## config.mk

```make
export PLATFORM = sky130hd
export DESIGN_NAME = rv_hazard_unit_v2_flat
export DESIGN_NICKNAME = d
export VERILOG_FILES = /design/src/rtl/rv_hazard_pkg.sv /design/src/rtl/rv_hazard_unit_v2_if.sv /design/src/rtl/rv_sat_counter.sv /design/src/rtl/rv_hazard_unit_v2.sv /design/src/flat_wrapper.sv
export SDC_FILE = /design/constraint.sdc
export NUM_CORES = 1
export LEC_CHECK = 0
export CAP_MARGIN = 0
export CORE_MARGIN = 2
export CORE_UTILIZATION = 45
export DETAILED_ROUTE_END_ITERATION = 8
export PLACE_DENSITY_LB_ADDON = 0.2
export SLEW_MARGIN = 20
export SYNTH_ARGS = -nofsm -noshare
export SYNTH_HDL_FRONTEND = slang
export SYNTH_HIERARCHICAL = 1
export SYNTH_SLANG_ARGS = --single-unit
export TNS_END_PERCENT = 10
```

## constraint.sdc

```tcl
create_clock -name clk -period 7.5 [get_ports clk]
set_input_delay 0.75 -clock clk [delete_from_list [all_inputs] [get_ports clk]]
set_output_delay 0.75 -clock clk [all_outputs]
set_load 0.02 [all_outputs]
```

## src/rtl/rv_hazard_pkg.sv

```systemverilog
// Shared types and default parameters for the RV32 hazard/stall controller.
package rv_hazard_pkg;

    typedef enum logic [1:0] {
        FWD_RF = 2'b00,
        FWD_W  = 2'b01,
        FWD_M  = 2'b10
    } fwd_sel_t;

    typedef enum logic [1:0] {
        RUN,
        WAIT,
        ABORT
    } state_t;

    localparam int DEF_REG_AW      = 5;
    localparam int DEF_FWD_EN      = 1;
    localparam int DEF_MEM_TIMEOUT = 255;
    localparam int DEF_TO_W        = 8;
    localparam int DEF_CNT_W       = 32;

endpackage

```

## src/rtl/rv_hazard_unit_v2_if.sv

```systemverilog
// Pipeline <-> hazard unit signal bundle; master is the datapath, slave the hazard unit.
interface rv_hazard_unit_v2_if #(
    parameter int REG_AW = rv_hazard_pkg::DEF_REG_AW,
    parameter int CNT_W  = rv_hazard_pkg::DEF_CNT_W
);
    import rv_hazard_pkg::*;

    logic [REG_AW-1:0] rs1_D, rs2_D, rs1_E, rs2_E;
    logic [REG_AW-1:0] rdest_E, rdest_M, rdest_W;
    logic              RegWrite_E, RegWrite_M, RegWrite_W;
    logic              Load_E, PCSrc_E;
    logic              dmem_req_M, dmem_ready, perf_clr;
    fwd_sel_t          ForwardA_E, ForwardB_E;
    logic              Stall_F, Stall_D, Stall_E, Stall_M;
    logic              Flush_D, Flush_E, Flush_W;
    logic              mem_err;
    logic [CNT_W-1:0]  stall_cycles, flush_count;

    modport master (
        output rs1_D, rs2_D, rs1_E, rs2_E, rdest_E, rdest_M, rdest_W,
               RegWrite_E, RegWrite_M, RegWrite_W, Load_E, PCSrc_E,
               dmem_req_M, dmem_ready, perf_clr,
        input  ForwardA_E, ForwardB_E, Stall_F, Stall_D, Stall_E, Stall_M,
               Flush_D, Flush_E, Flush_W, mem_err, stall_cycles, flush_count
    );

    modport slave (
        input  rs1_D, rs2_D, rs1_E, rs2_E, rdest_E, rdest_M, rdest_W,
               RegWrite_E, RegWrite_M, RegWrite_W, Load_E, PCSrc_E,
               dmem_req_M, dmem_ready, perf_clr,
        output ForwardA_E, ForwardB_E, Stall_F, Stall_D, Stall_E, Stall_M,
               Flush_D, Flush_E, Flush_W, mem_err, stall_cycles, flush_count
    );

endinterface

```

## src/rtl/rv_sat_counter.sv

```systemverilog
// Saturating up-counter with synchronous clear that overrides increment.
module rv_sat_counter #(
    parameter int W = 32
) (
    input  logic         clk,
    input  logic         reset,
    input  logic         clr,
    input  logic         inc,
    output logic [W-1:0] q
);

    // NOTE: sequential state uses non-blocking assignments so every flop samples pre-edge values.
    always_ff @(posedge clk or negedge reset) begin
        if (!reset) begin
            q <= '0;
        end else if (clr) begin
            q <= '0;
        end else if (inc && (q != '1)) begin
            q <= q + W'(1);
        end
    end

endmodule

```

## src/rtl/rv_hazard_unit_v2.sv

```systemverilog
// Hazard controller: forwarding, load-use/RAW stalls, branch flush, dmem freeze with timeout.
module rv_hazard_unit_v2
    import rv_hazard_pkg::*;
#(
    parameter int REG_AW      = DEF_REG_AW,
    parameter int FWD_EN      = DEF_FWD_EN,
    parameter int MEM_TIMEOUT = DEF_MEM_TIMEOUT,
    parameter int TO_W        = DEF_TO_W,
    parameter int CNT_W       = DEF_CNT_W
) (
    input  logic                clk,
    input  logic                reset,
    rv_hazard_unit_v2_if.slave  hz
);

    localparam logic [REG_AW-1:0] X0       = '0;
    localparam logic [TO_W-1:0]   TO_LIMIT = TO_W'(MEM_TIMEOUT);

    // x0 is hardwired to zero, so it never creates a dependency.
    function automatic logic hit(input logic [REG_AW-1:0] rd, input logic [REG_AW-1:0] rs);
        return (rd != X0) && (rd == rs);
    endfunction

    state_t           state, state_nxt;
    logic [TO_W-1:0]  cnt, cnt_nxt, cnt_inc;
    logic             freeze, lw_stall, raw_stall, data_stall;

    // The ABORT cycle releases the pipeline even though the access never completed.
    assign freeze = hz.dmem_req_M & ~hz.dmem_ready & (state != ABORT);

    // NOTE: every always_comb output gets a default first so no latch can be inferred.
    always_comb begin
        state_nxt = RUN;
        cnt_nxt   = '0;
        cnt_inc   = cnt + TO_W'(1);
        if (freeze) begin
            if (cnt_inc == TO_LIMIT) begin
                state_nxt = ABORT;
            end else begin
                state_nxt = WAIT;
                cnt_nxt   = cnt_inc;
            end
        end
    end

    always_ff @(posedge clk or negedge reset) begin
        if (!reset) begin
            state <= RUN;
            cnt   <= '0;
        end else begin
            state <= state_nxt;
            cnt   <= cnt_nxt;
        end
    end

    assign hz.mem_err = (state == ABORT);

    always_comb begin
        hz.ForwardA_E = FWD_RF;
        hz.ForwardB_E = FWD_RF;
        if (FWD_EN != 0) begin
            if (hz.RegWrite_M && hit(hz.rdest_M, hz.rs1_E))      hz.ForwardA_E = FWD_M;
            else if (hz.RegWrite_W && hit(hz.rdest_W, hz.rs1_E)) hz.ForwardA_E = FWD_W;
            if (hz.RegWrite_M && hit(hz.rdest_M, hz.rs2_E))      hz.ForwardB_E = FWD_M;
            else if (hz.RegWrite_W && hit(hz.rdest_W, hz.rs2_E)) hz.ForwardB_E = FWD_W;
        end
    end

    always_comb begin
        lw_stall  = hz.Load_E & (hit(hz.rdest_E, hz.rs1_D) | hit(hz.rdest_E, hz.rs2_D));
        // Write-first regfile covers W, so only E and M producers stall without forwarding.
        raw_stall = (FWD_EN == 0) &&
                    ((hz.RegWrite_E && (hit(hz.rdest_E, hz.rs1_D) || hit(hz.rdest_E, hz.rs2_D))) ||
                     (hz.RegWrite_M && (hit(hz.rdest_M, hz.rs1_D) || hit(hz.rdest_M, hz.rs2_D))));
        data_stall = lw_stall | raw_stall;

        hz.Stall_F = 1'b0;
        hz.Stall_D = 1'b0;
        hz.Stall_E = 1'b0;
        hz.Stall_M = 1'b0;
        hz.Flush_D = 1'b0;
        hz.Flush_E = 1'b0;
        hz.Flush_W = 1'b0;
        if (freeze) begin
            hz.Stall_F = 1'b1;
            hz.Stall_D = 1'b1;
            hz.Stall_E = 1'b1;
            hz.Stall_M = 1'b1;
            hz.Flush_W = 1'b1;
        end else begin
            hz.Stall_F = data_stall;
            hz.Stall_D = data_stall;
            hz.Flush_E = data_stall | hz.PCSrc_E;
            hz.Flush_D = hz.PCSrc_E;
        end
    end

    rv_sat_counter #(.W(CNT_W)) u_stall_cnt (
        .clk   (clk),
        .reset (reset),
        .clr   (hz.perf_clr),
        .inc   (freeze | data_stall),
        .q     (hz.stall_cycles)
    );

    rv_sat_counter #(.W(CNT_W)) u_flush_cnt (
        .clk   (clk),
        .reset (reset),
        .clr   (hz.perf_clr),
        .inc   (hz.PCSrc_E & ~freeze),
        .q     (hz.flush_count)
    );

endmodule

```

## src/flat_wrapper.sv

```systemverilog
// flat-port wrapper written by rule: the top's interface ports become plain ports
module rv_hazard_unit_v2_flat import rv_hazard_pkg::*;
#(
    parameter int REG_AW      = DEF_REG_AW,
    parameter int FWD_EN      = DEF_FWD_EN,
    parameter int MEM_TIMEOUT = DEF_MEM_TIMEOUT,
    parameter int TO_W        = DEF_TO_W,
    parameter int CNT_W       = DEF_CNT_W
)
  (clk, reset, hz_rs1_D, hz_rs2_D, hz_rs1_E, hz_rs2_E, hz_rdest_E, hz_rdest_M, hz_rdest_W, hz_RegWrite_E, hz_RegWrite_M, hz_RegWrite_W, hz_Load_E, hz_PCSrc_E, hz_dmem_req_M, hz_dmem_ready, hz_perf_clr, hz_ForwardA_E, hz_ForwardB_E, hz_Stall_F, hz_Stall_D, hz_Stall_E, hz_Stall_M, hz_Flush_D, hz_Flush_E, hz_Flush_W, hz_mem_err, hz_stall_cycles, hz_flush_count);
  rv_hazard_unit_v2_if #(.REG_AW(REG_AW), .CNT_W(CNT_W)) hz_i ();
  input  logic clk;
  input  logic reset;
  input wire logic [$bits(hz_i.rs1_D)-1:0] hz_rs1_D;
  input wire logic [$bits(hz_i.rs2_D)-1:0] hz_rs2_D;
  input wire logic [$bits(hz_i.rs1_E)-1:0] hz_rs1_E;
  input wire logic [$bits(hz_i.rs2_E)-1:0] hz_rs2_E;
  input wire logic [$bits(hz_i.rdest_E)-1:0] hz_rdest_E;
  input wire logic [$bits(hz_i.rdest_M)-1:0] hz_rdest_M;
  input wire logic [$bits(hz_i.rdest_W)-1:0] hz_rdest_W;
  input wire logic [$bits(hz_i.RegWrite_E)-1:0] hz_RegWrite_E;
  input wire logic [$bits(hz_i.RegWrite_M)-1:0] hz_RegWrite_M;
  input wire logic [$bits(hz_i.RegWrite_W)-1:0] hz_RegWrite_W;
  input wire logic [$bits(hz_i.Load_E)-1:0] hz_Load_E;
  input wire logic [$bits(hz_i.PCSrc_E)-1:0] hz_PCSrc_E;
  input wire logic [$bits(hz_i.dmem_req_M)-1:0] hz_dmem_req_M;
  input wire logic [$bits(hz_i.dmem_ready)-1:0] hz_dmem_ready;
  input wire logic [$bits(hz_i.perf_clr)-1:0] hz_perf_clr;
  output wire logic [$bits(hz_i.ForwardA_E)-1:0] hz_ForwardA_E;
  output wire logic [$bits(hz_i.ForwardB_E)-1:0] hz_ForwardB_E;
  output wire logic [$bits(hz_i.Stall_F)-1:0] hz_Stall_F;
  output wire logic [$bits(hz_i.Stall_D)-1:0] hz_Stall_D;
  output wire logic [$bits(hz_i.Stall_E)-1:0] hz_Stall_E;
  output wire logic [$bits(hz_i.Stall_M)-1:0] hz_Stall_M;
  output wire logic [$bits(hz_i.Flush_D)-1:0] hz_Flush_D;
  output wire logic [$bits(hz_i.Flush_E)-1:0] hz_Flush_E;
  output wire logic [$bits(hz_i.Flush_W)-1:0] hz_Flush_W;
  output wire logic [$bits(hz_i.mem_err)-1:0] hz_mem_err;
  output wire logic [$bits(hz_i.stall_cycles)-1:0] hz_stall_cycles;
  output wire logic [$bits(hz_i.flush_count)-1:0] hz_flush_count;
  assign hz_i.rs1_D = hz_rs1_D;
  assign hz_i.rs2_D = hz_rs2_D;
  assign hz_i.rs1_E = hz_rs1_E;
  assign hz_i.rs2_E = hz_rs2_E;
  assign hz_i.rdest_E = hz_rdest_E;
  assign hz_i.rdest_M = hz_rdest_M;
  assign hz_i.rdest_W = hz_rdest_W;
  assign hz_i.RegWrite_E = hz_RegWrite_E;
  assign hz_i.RegWrite_M = hz_RegWrite_M;
  assign hz_i.RegWrite_W = hz_RegWrite_W;
  assign hz_i.Load_E = hz_Load_E;
  assign hz_i.PCSrc_E = hz_PCSrc_E;
  assign hz_i.dmem_req_M = hz_dmem_req_M;
  assign hz_i.dmem_ready = hz_dmem_ready;
  assign hz_i.perf_clr = hz_perf_clr;
  assign hz_ForwardA_E = hz_i.ForwardA_E;
  assign hz_ForwardB_E = hz_i.ForwardB_E;
  assign hz_Stall_F = hz_i.Stall_F;
  assign hz_Stall_D = hz_i.Stall_D;
  assign hz_Stall_E = hz_i.Stall_E;
  assign hz_Stall_M = hz_i.Stall_M;
  assign hz_Flush_D = hz_i.Flush_D;
  assign hz_Flush_E = hz_i.Flush_E;
  assign hz_Flush_W = hz_i.Flush_W;
  assign hz_mem_err = hz_i.mem_err;
  assign hz_stall_cycles = hz_i.stall_cycles;
  assign hz_flush_count = hz_i.flush_count;
  rv_hazard_unit_v2 #(.REG_AW(REG_AW), .FWD_EN(FWD_EN), .MEM_TIMEOUT(MEM_TIMEOUT), .TO_W(TO_W), .CNT_W(CNT_W)) u_core (.clk(clk), .reset(reset), .hz(hz_i));
endmodule
```

==> run metrics, run 1 <==
status finished clean; diode count 0; startpoint types input pin; ANT nets after route 0; sequential area share after synthesis around 39%; worst flop-to-flop path startpoint u_core/state[1]; setup TNS 0 ps; slowest CP cell clkdlybuf4s50_1; area delta synth->final 30.6%; drt first pass iters 4; fill count around 900; Buf/Inv on CP 2; FMAX ~250 MHz; placed cells 745; CTS H-tree lvls 3; slew margin rel. between 30% and 40%; Worst-Margin Slew 950 ps; worst setup path start hz_rdest_E[2]; final cycle utilization of the critical path 53.3%; clk buf depth 2; Final #Nets 669; final core utilization around three fifths; routed via count 4,218; Via density around 5.5; global routing met2 resource utilization between 30% and 40%; hold buffer count at cts 0; I/O Buffers 119; WP data arrival approximately 3300 ps; EDFF count, synth 0; Power Density 125 mW/mm^2; leakage between 2 and 2.5 nW; Die W between 100 and 150 microns; share of layout cells above drive strength 1 9.44%; total CTS buffers 9; synthesized area 0.00471 sq mm; slack of the critical path 3500 ps; Post-Syn Instances approximately 510; routability cong. slightly below 0.9; Max VDD drop 0.0000768 V; critical-path maximum fanout 6; first-pass GRT wire length ~19,000 microns; Yosys Warn Count 6; leading post-synthesis cells by cell area dfrtp_1, xor2_1, xnor2_1; top-area cell type share of the netlist area about two fifths; Yosys cell types 51; count leader, synth dfrtp_1; Die H 106 microns; Top Family by Delay on Critical Path buffers and inverters; GR Overflow Total 0; Setup crit end kind primary output; Setup violations, final 0; clock slew at reported path FFs 80 ps; vias in the first global route around 4,000; Synth Flop Type dfrtp_1; Iteration-0 DRC Markers approximately 150; Post-CTS Repair Setup Buffers 0; root buf cell clkbuf_8; worst hold path type flop to flop; Starting Density 46.0%; dpl ws roughly 3200 ps; Total Wirelength approximately 11,000 microns; DPL Wire Length 8140 microns; fin. max-slew vios 0; largest net degree at the start of global routing 81; CTS tree done; CP cell instances clkdlybuf4s50_1 -> xor2_1 -> nor3_1 -> a22oi_1 -> o21ai_0 -> clkdlybuf4s50_1; max incr delay on CP 760 ps; DR WL/cell about 15 microns; All-Layer GR Usage roughly 20%; met3 Use GR just under 5%; crit-path most repeated cell clkdlybuf4s50_1; Final Hold Violating Endpoints 0; Async SR Flop Fraction 100%; GRT Max-Usage Layer met2; antenna violations before repair 0; met1 usage 27.5%; clock sinks 74; # resized after CTS 0; Worst EP required 6750 ps; cell taking the most area after synthesis dfrtp_1; Clock Skew between 7 and 8 ps; clock latency on the worst-skew pair 340 ps; DRC 0; io pins approximately 120; Yosys reg bits 74; Mapped Avg Cell Area 9.32 sq um; Setup Crit Path Kind input pin to primary output; max-cap violations 0; Non-Filler Instances between 700 and 800; reg2reg setup slack 4450 ps; core area 0.0102 sq mm; Rows 37; Post-synth top cells dfrtp_1, nor2_1, xor2_1; hold_sp u_core/u_stall_cnt/q[15]; Period minus WS final approximately 4000 ps; net count after synthesis around 550; full die area 0.0113 sq mm; RSZ-0062 raised after global routing false
-- power by group --
part	internal, mW	total (mW)	switching, mW
clock	0.118	0.265	0.147
combinational	0.0454	0.0952	0.0497
sequential	0.402	0.408	0.00582
total	0.566	0.768	0.202
-- layer usage --
metal	part of all wire, %	vias up
li1	-	2058
met1	46	2021
met2	47	125
met3	5.5	14
met4	1.6	0
met5	0	-
-- per-stage QoR --
stage | area (sq um) | power, mW | hold slack, ps
2_1_floorplan | 4710 | 0.459 | 454
3_3_place_gp | 5990 | 0.510 | 551
3_5_place_dp | 5990 | 0.512 | 582
4_1_cts | 6150 | 0.777 | 596
5_1_grt | 6150 | 0.808 | 615
6_report | 6150 | 0.768 | 590
-- cell type report --
cell class | count | area [sq um] | area share [%]
tap | 136 | 170 | 2.77
clock buffer | 10 | 128 | 2.08
timing repair buffer | 121 | 1200 | 19.5
multi-input combinational | 396 | 2700 | 43.9
clock inverter | 6 | 33.8 | 0.550
sequential | 74 | 1850 | 30.1
inverter | 18 | 67.6 | 1.10
-- worst reg2reg max path: stages, from the launching register on --
cell	delay, ps
dfrtp_1	360
nor2b_1	130
or3b_4	400
o21ai_0	370
and3_1	380
nand4_1	140
a21o_1	380
nor4_1	410
mux2_2	370
-- layout by cell type (no fill, tap or decap), types with 12 or more instances in the layout --
| master | netlist | routed |
|---|---|---|
| nor2_1 | 55 | 55 |
| inv_1 | 18 | 18 |
| xnor2_1 | 30 | 30 |
| dfrtp_1 | 74 | 74 |
| nand4_1 | 12 | 12 |
| and3_1 | 15 | 15 |
| nand3_1 | 30 | 30 |
| xor2_1 | 34 | 34 |
| nand2_1 | 26 | 26 |
| nor2b_1 | 13 | 13 |
| clkdlybuf4s50_1 | 0 | 117 |
| a211oi_1 | 12 | 12 |
| a21oi_1 | 29 | 29 |
-- worst paths after layout --
kind / cells past startpoint / end
min in group asynchronous: 2 / u_core/u_flush_cnt/q[27]
max in group asynchronous: 2 / u_core/u_flush_cnt/q[13]
min: 2 / u_core/u_stall_cnt/q[15]
min reg2reg: 2 / u_core/u_stall_cnt/q[15]
max: 6 / hz_Stall_D
max reg2reg: 8 / u_core/u_stall_cnt/q[31]
-- cell families (layout without fill, tap and decap cells) --
kind of cell | Yosys count | count (layout) | synth area share (%)
adders and majority gates | 4 | 4 | 1.06
DFF | 74 | 74 | 39.3
xor gates and xnor gates | 64 | 64 | 11.9
buffers and inverters | 35 | 155 | 3.30
and+or+nand+nor | 231 | 231 | 28.6
muxes | 15 | 15 | 3.69
AOI/OAI and AO/OA | 82 | 82 | 12.1
-- sequential cells by signal, indices dropped and copies added, names as in the netlist --
name	flops
u_core/u_flush_cnt/q	32
u_core/u_stall_cnt/q	32
u_core/cnt	8
u_core/state	2
Note: power is estimated with default switching activity, not from simulation.
==> inputs of run 2 (changes only) <==
==> constraint.sdc (replaced) <==
create_clock -name clk -period 3.9 [get_ports clk]
set_input_delay 0.39 -clock clk [delete_from_list [all_inputs] [get_ports clk]]
set_output_delay 0.39 -clock clk [all_outputs]
set_load 0.02 [all_outputs]
==> run metrics, run 2 (synthesized netlist as in run 1, its figures left out) <==
status finished clean; DPL Wire Length roughly 8300 microns; diode count 0; routed via count 4,277; # resized after CTS 0; Rows 37; Starting Density 46.0%; CTS H-tree lvls 3; leakage roughly 2.4 nW; placed cells roughly 750; slew margin rel. between 40% and 50%; Clock Skew 15.5 ps; worst flop-to-flop path startpoint u_core/state[1]; Reg2Reg Capture Point u_core/u_stall_cnt/q[31]; WP data arrival between 2000 and 3000 ps; GR Overflow Total 0; commonest non-fill, non-tap cell in the layout clkdlybuf4s50_1; Via density approximately 5.6; share of layout cells above drive strength 1 a little under a tenth; FMAX about 330 MHz; Setup violations, final 0; antenna violations before repair 0; Setup crit end kind primary output; first-pass GRT wire length between 15,000 and 20,000 microns; Final #Nets 671; largest net degree at the start of global routing around 50; Total Wirelength about 11,000 microns; final cycle utilization of the critical path 76.7%; DRC 0; Power Density between 200 and 300 mW/mm^2; clock latency on the worst-skew pair approximately 350 ps; startpoint types input pin; most frequent cells in the layout clkdlybuf4s50_1, dfrtp_1, nor2_1, xor2_1; Non-Filler Instances 762; Worst EP required ~3500 ps; fin. max-slew vios 0; Regs by FF count u_core/u_flush_cnt/q (32), u_core/u_stall_cnt/q (32), u_core/cnt (8); root buf cell clkbuf_8; Post-CTS Repair Setup Buffers 0; ANT nets after route 0; slack of the critical path between 900 and 1000 ps; drt first pass iters 4; fill count about 900; worst reg2reg path depth 8; DR WL/cell roughly 15 microns; core area 0.0102 sq mm; RSZ-0062 raised after global routing false; clock sinks 74; setup TNS 0 ps; All-Layer GR Usage between 20% and 30%; CTS tree done; full die area 0.0113 sq mm; io pins 121; clock slew at reported path FFs roughly 80 ps; Worst-Margin Slew between 800 and 900 ps; max-cap violations 0; Max VDD drop 0.000157 V; I/O Buffers ~120; routability cong. 0.849; clk buf depth 2; hold buffer count at cts 0; vias in the first global route between 4,000 and 5,000; Setup Crit Path Kind input pin to primary output; Die W roughly 110 microns; Final Hold Violating Endpoints 0; dpl ws ~580 ps; Die H between 100 and 150 microns; total CTS buffers 9; Iteration-0 DRC Markers approximately 160; final core utilization between 60% and 70%; Period minus WS final approximately 3000 ps; area delta synth->final 32.2%; worst hold path type input pin to async pin; reg2reg setup slack about 1200 ps; total power ~1.6 mW; critical-path maximum fanout 3
[run 2: cell types whose count changed in the layout (fill, tap and decap cells not counted)]
cell | before | now
clkinvlp_4 | 0 | 1
clkbuf_8 | 9 | 10
buf_4 | 2 | 5
clkinv_2 | 5 | 0
buf_2 | 2 | 1
bufinv_16 | 0 | 2
[run 2: critical path: stages]
cell and delay (ps):
clkdlybuf4s50_1 500, or4_4 550, o21ai_2 160, nor4_1 100, nor4_2 270, clkdlybuf4s50_1 640
[run 2: through the flow]
stage               hold WS (ps)  cell area (sq um)
finish                      60.8               6220
global route                97.3               6220
CTS                          299               6220
detailed placement           562               6000
global placement             556               6000
floorplan                   94.4               4710
[run 2: per-layer routing]
metal,part of all wire [%],wire length (microns),GRT usage [%]
met1,46,5290,27.7
met2,47,5340,34.2
met3,5.8,662,4.66
met4,1.4,162,6.58
met5,0,0,0
[run 2: layout make-up]
type,count,area (sq um),share of cell area (%)
Tap cell,136,170,2.74
Clock inverter,4,76.3,1.23
Sequential cell,74,1850,29.8
Timing Repair Buffer,123,1210,19.5
Multi-Input combinational cell,396,2700,43.4
Clock buffer,11,141,2.27
Inverter,18,67.6,1.09
[run 2: power by group]
group	internal [mW]	switching (mW)	total, mW
Combinational	0.0892	0.0974	0.187
Clock	0.376	0.285	0.660
Sequential	0.774	0.0106	0.785
[run 2: worst max path at each step]
stage                   from                        to  slack [ps]  depth (start not counted)
5_1_grt        hz_rdest_E[3]  u_core/u_stall_cnt/q[31]         740                         10
2_1_floorplan  hz_rdest_E[3]  u_core/u_stall_cnt/q[31]         890                         10
3_5_place_dp   hz_rdest_E[2]  u_core/u_stall_cnt/q[31]         580                         10
3_3_place_gp   hz_rdest_E[3]  u_core/u_stall_cnt/q[31]         600                         10
6_report       hz_rdest_M[1]          hz_ForwardB_E[0]         910                          6
4_1_cts        hz_rdest_M[1]          hz_ForwardB_E[0]         900                          6
==> inputs of run 3 (changes only) <==
==> constraint.sdc (replaced) <==
create_clock -name clk -period 2.7 [get_ports clk]
set_input_delay 0.27 -clock clk [delete_from_list [all_inputs] [get_ports clk]]
set_output_delay 0.27 -clock clk [all_outputs]
set_load 0.02 [all_outputs]
==> run metrics, run 3 (synthesized netlist as in run 1, its figures left out) <==
Worst EP required roughly 2400 ps; P_sw 609 uW; DR WL/cell approximately 15 microns; GRT Max-Usage Layer met2; share of layout cells above drive strength 1 approximately 13%; DPL Wire Length 8700 microns; antenna violations before repair 0; area delta synth->final 36.5%; io pins ~120; Post-CTS Repair Setup Buffers 0; crit-path most repeated cell clkdlybuf4s50_1; Clock Power Share around 43%; Power Density roughly 390 mW/mm^2; sw frac 24.4%; global routing met2 resource utilization 34.3%; met1 usage around 30%; clock slew at reported path FFs around 100 ps; worst hold path type input pin to async pin; Worst-Margin Slew roughly 840 ps; CTS H-tree lvls 3; RSZ-0062 raised after global routing true; failing checks negative hold slack; startpoint types input pin; Final Hold Violating Endpoints 7; leakage 2.57 nW; Die W approximately 110 microns; Setup violations, final 0; Via density around 5.5; met3 Use GR under 10%; WP data arrival roughly 2300 ps; Rows 37; I/O Buffers approximately 120; CP cell instances clkdlybuf4s50_1 -> buf_4 -> xnor2_1 -> nand3_1 -> nor4_1 -> clkdlybuf4s50_1; Non-Filler Instances around 780; GR Overflow Total 0; Setup crit end kind primary output; vias in the first global route ~4,200; critical-path maximum fanout 2; fill count between 800 and 900; diode count 0; fin. max-slew vios 0; ANT nets after route 0; status complete, but fails checks; clock sinks 74; root buf cell clkbuf_8; Period minus WS final 2590 ps; Top Family by Delay on Critical Path buffers and inverters; first-pass GRT wire length 20,100 microns; Pint roughly 1.9 mW; Logic pwr share between 10% and 20%; routability cong. 0.871; Hold Slack -11.8 ps; Final #Nets a little under 700; Iteration-0 DRC Markers about 210; Reg power frac 45.4%; DRC 0; final core utilization a little over three fifths; flip-flop and latch area around 0.0019 sq mm; placed cells about 770; max-cap violations 0; Total Wirelength ~12,000 microns; Regs by FF count u_core/u_flush_cnt/q (32), u_core/u_stall_cnt/q (32), u_core/cnt (8); core area 0.0102 sq mm; Buf/Inv on CP 3; clk buf depth 2; All-Layer GR Usage approximately 22%; most frequent cells in the layout clkdlybuf4s50_1, dfrtp_1, nor2_1, xor2_1; slack of the critical path between 100 and 150 ps; slew margin rel. about 44%; clock latency on the worst-skew pair roughly 370 ps; largest net degree at the start of global routing between 80 and 90; final cycle utilization of the critical path between 90% and 100%; Starting Density 46.0%; Max VDD drop 0.000272 V; routed via count around 4,300; drt first pass iters 4; dpl ws -214 ps; area of the multi-input gates approximately 0.0027 sq mm; Setup Crit Path Kind input pin to primary output; FMAX between 300 and 400 MHz; total CTS buffers 9; commonest non-fill, non-tap cell in the layout clkdlybuf4s50_1; full die area approximately 0.011 sq mm; total power roughly 2.5 mW; CTS tree done; Clock Skew 20.1 ps; Die H about 110 microns; slowest CP cell clkdlybuf4s50_1; max incr delay on CP 710 ps
## run 3: cell count changes in the layout (fill, tap and decap cells not counted), sizes merged, moves of 2 or more
cell and delta:
clkbuf -2, dlygate4sd2 +2, buf +20, inv +3, clkdlybuf4s50 -3
## run 3: layout make-up
cell class	count	area share, %
inverter	18	1.05
sequential	74	28.8
multi-input combinational	396	42.1
tap	136	2.65
timing repair buffer	143	21.6
clock inverter	7	1.93
clock buffer	9	1.93
## run 3: path summary, 6_finish.rpt
check / slack (ps) / to / depth (start not counted) / from
min in group clk: 380 / u_core/u_flush_cnt/q[2] / 3 / hz_perf_clr
max in group asynchronous: 1870 / u_core/cnt[2] / 2 / reset
max reg2reg: 280 / u_core/u_stall_cnt/q[23] / 9 / u_core/state[1]
min: -10 / u_core/u_flush_cnt/q[26] / 1 / reset
max: 110 / hz_ForwardA_E[1] / 6 / hz_rdest_M[1]
min reg2reg: 580 / u_core/cnt[0] / 1 / u_core/cnt[0]
## run 3: what timing repair did
item	4_1_cts	5_1_grt
gates resized for setup	2	2
endpoints found under the setup margin	2	3
hold buffers	0	0
pin swaps	0	0
## run 3: power groups by stage
| stage | registers (mW) | clock network (mW) | logic (mW) |
|---|---|---|---|
| 2_1_floorplan | 1.16 | 0 | 0.117 |
| 3_3_place_gp | 1.15 | 0 | 0.286 |
| 6_report | 1.13 | 1.07 | 0.287 |
| 3_5_place_dp | 1.15 | 0 | 0.289 |
| 5_1_grt | 1.14 | 1.14 | 0.316 |
| 4_1_cts | 1.13 | 1.10 | 0.291 |
## run 3: worst register-to-register path, delay by kind of cell, from the launching register on
kind / cells / cell delay (ps)
simple gates: 5 / 1300
flops: 1 / 350
buf+inv: 1 / 180
compound gates: 3 / 530
## run 3: per-layer routing
layer	vias up	routed length, microns
li1	2102	-
met1	2055	5450
met2	119	5550
met3	9	689
met4	0	117
met5	-	0
## run 3: per-stage QoR
stage	hold WS, ps	instance area [sq um]	setup TNS, ps
2_1_floorplan	-25.6	4710	0
5_1_grt	56.4	6430	-0.877
4_1_cts	17.3	6420	0
3_5_place_dp	428	6180	-1470
3_3_place_gp	426	6180	-680
6_report	-11.8	6430	0
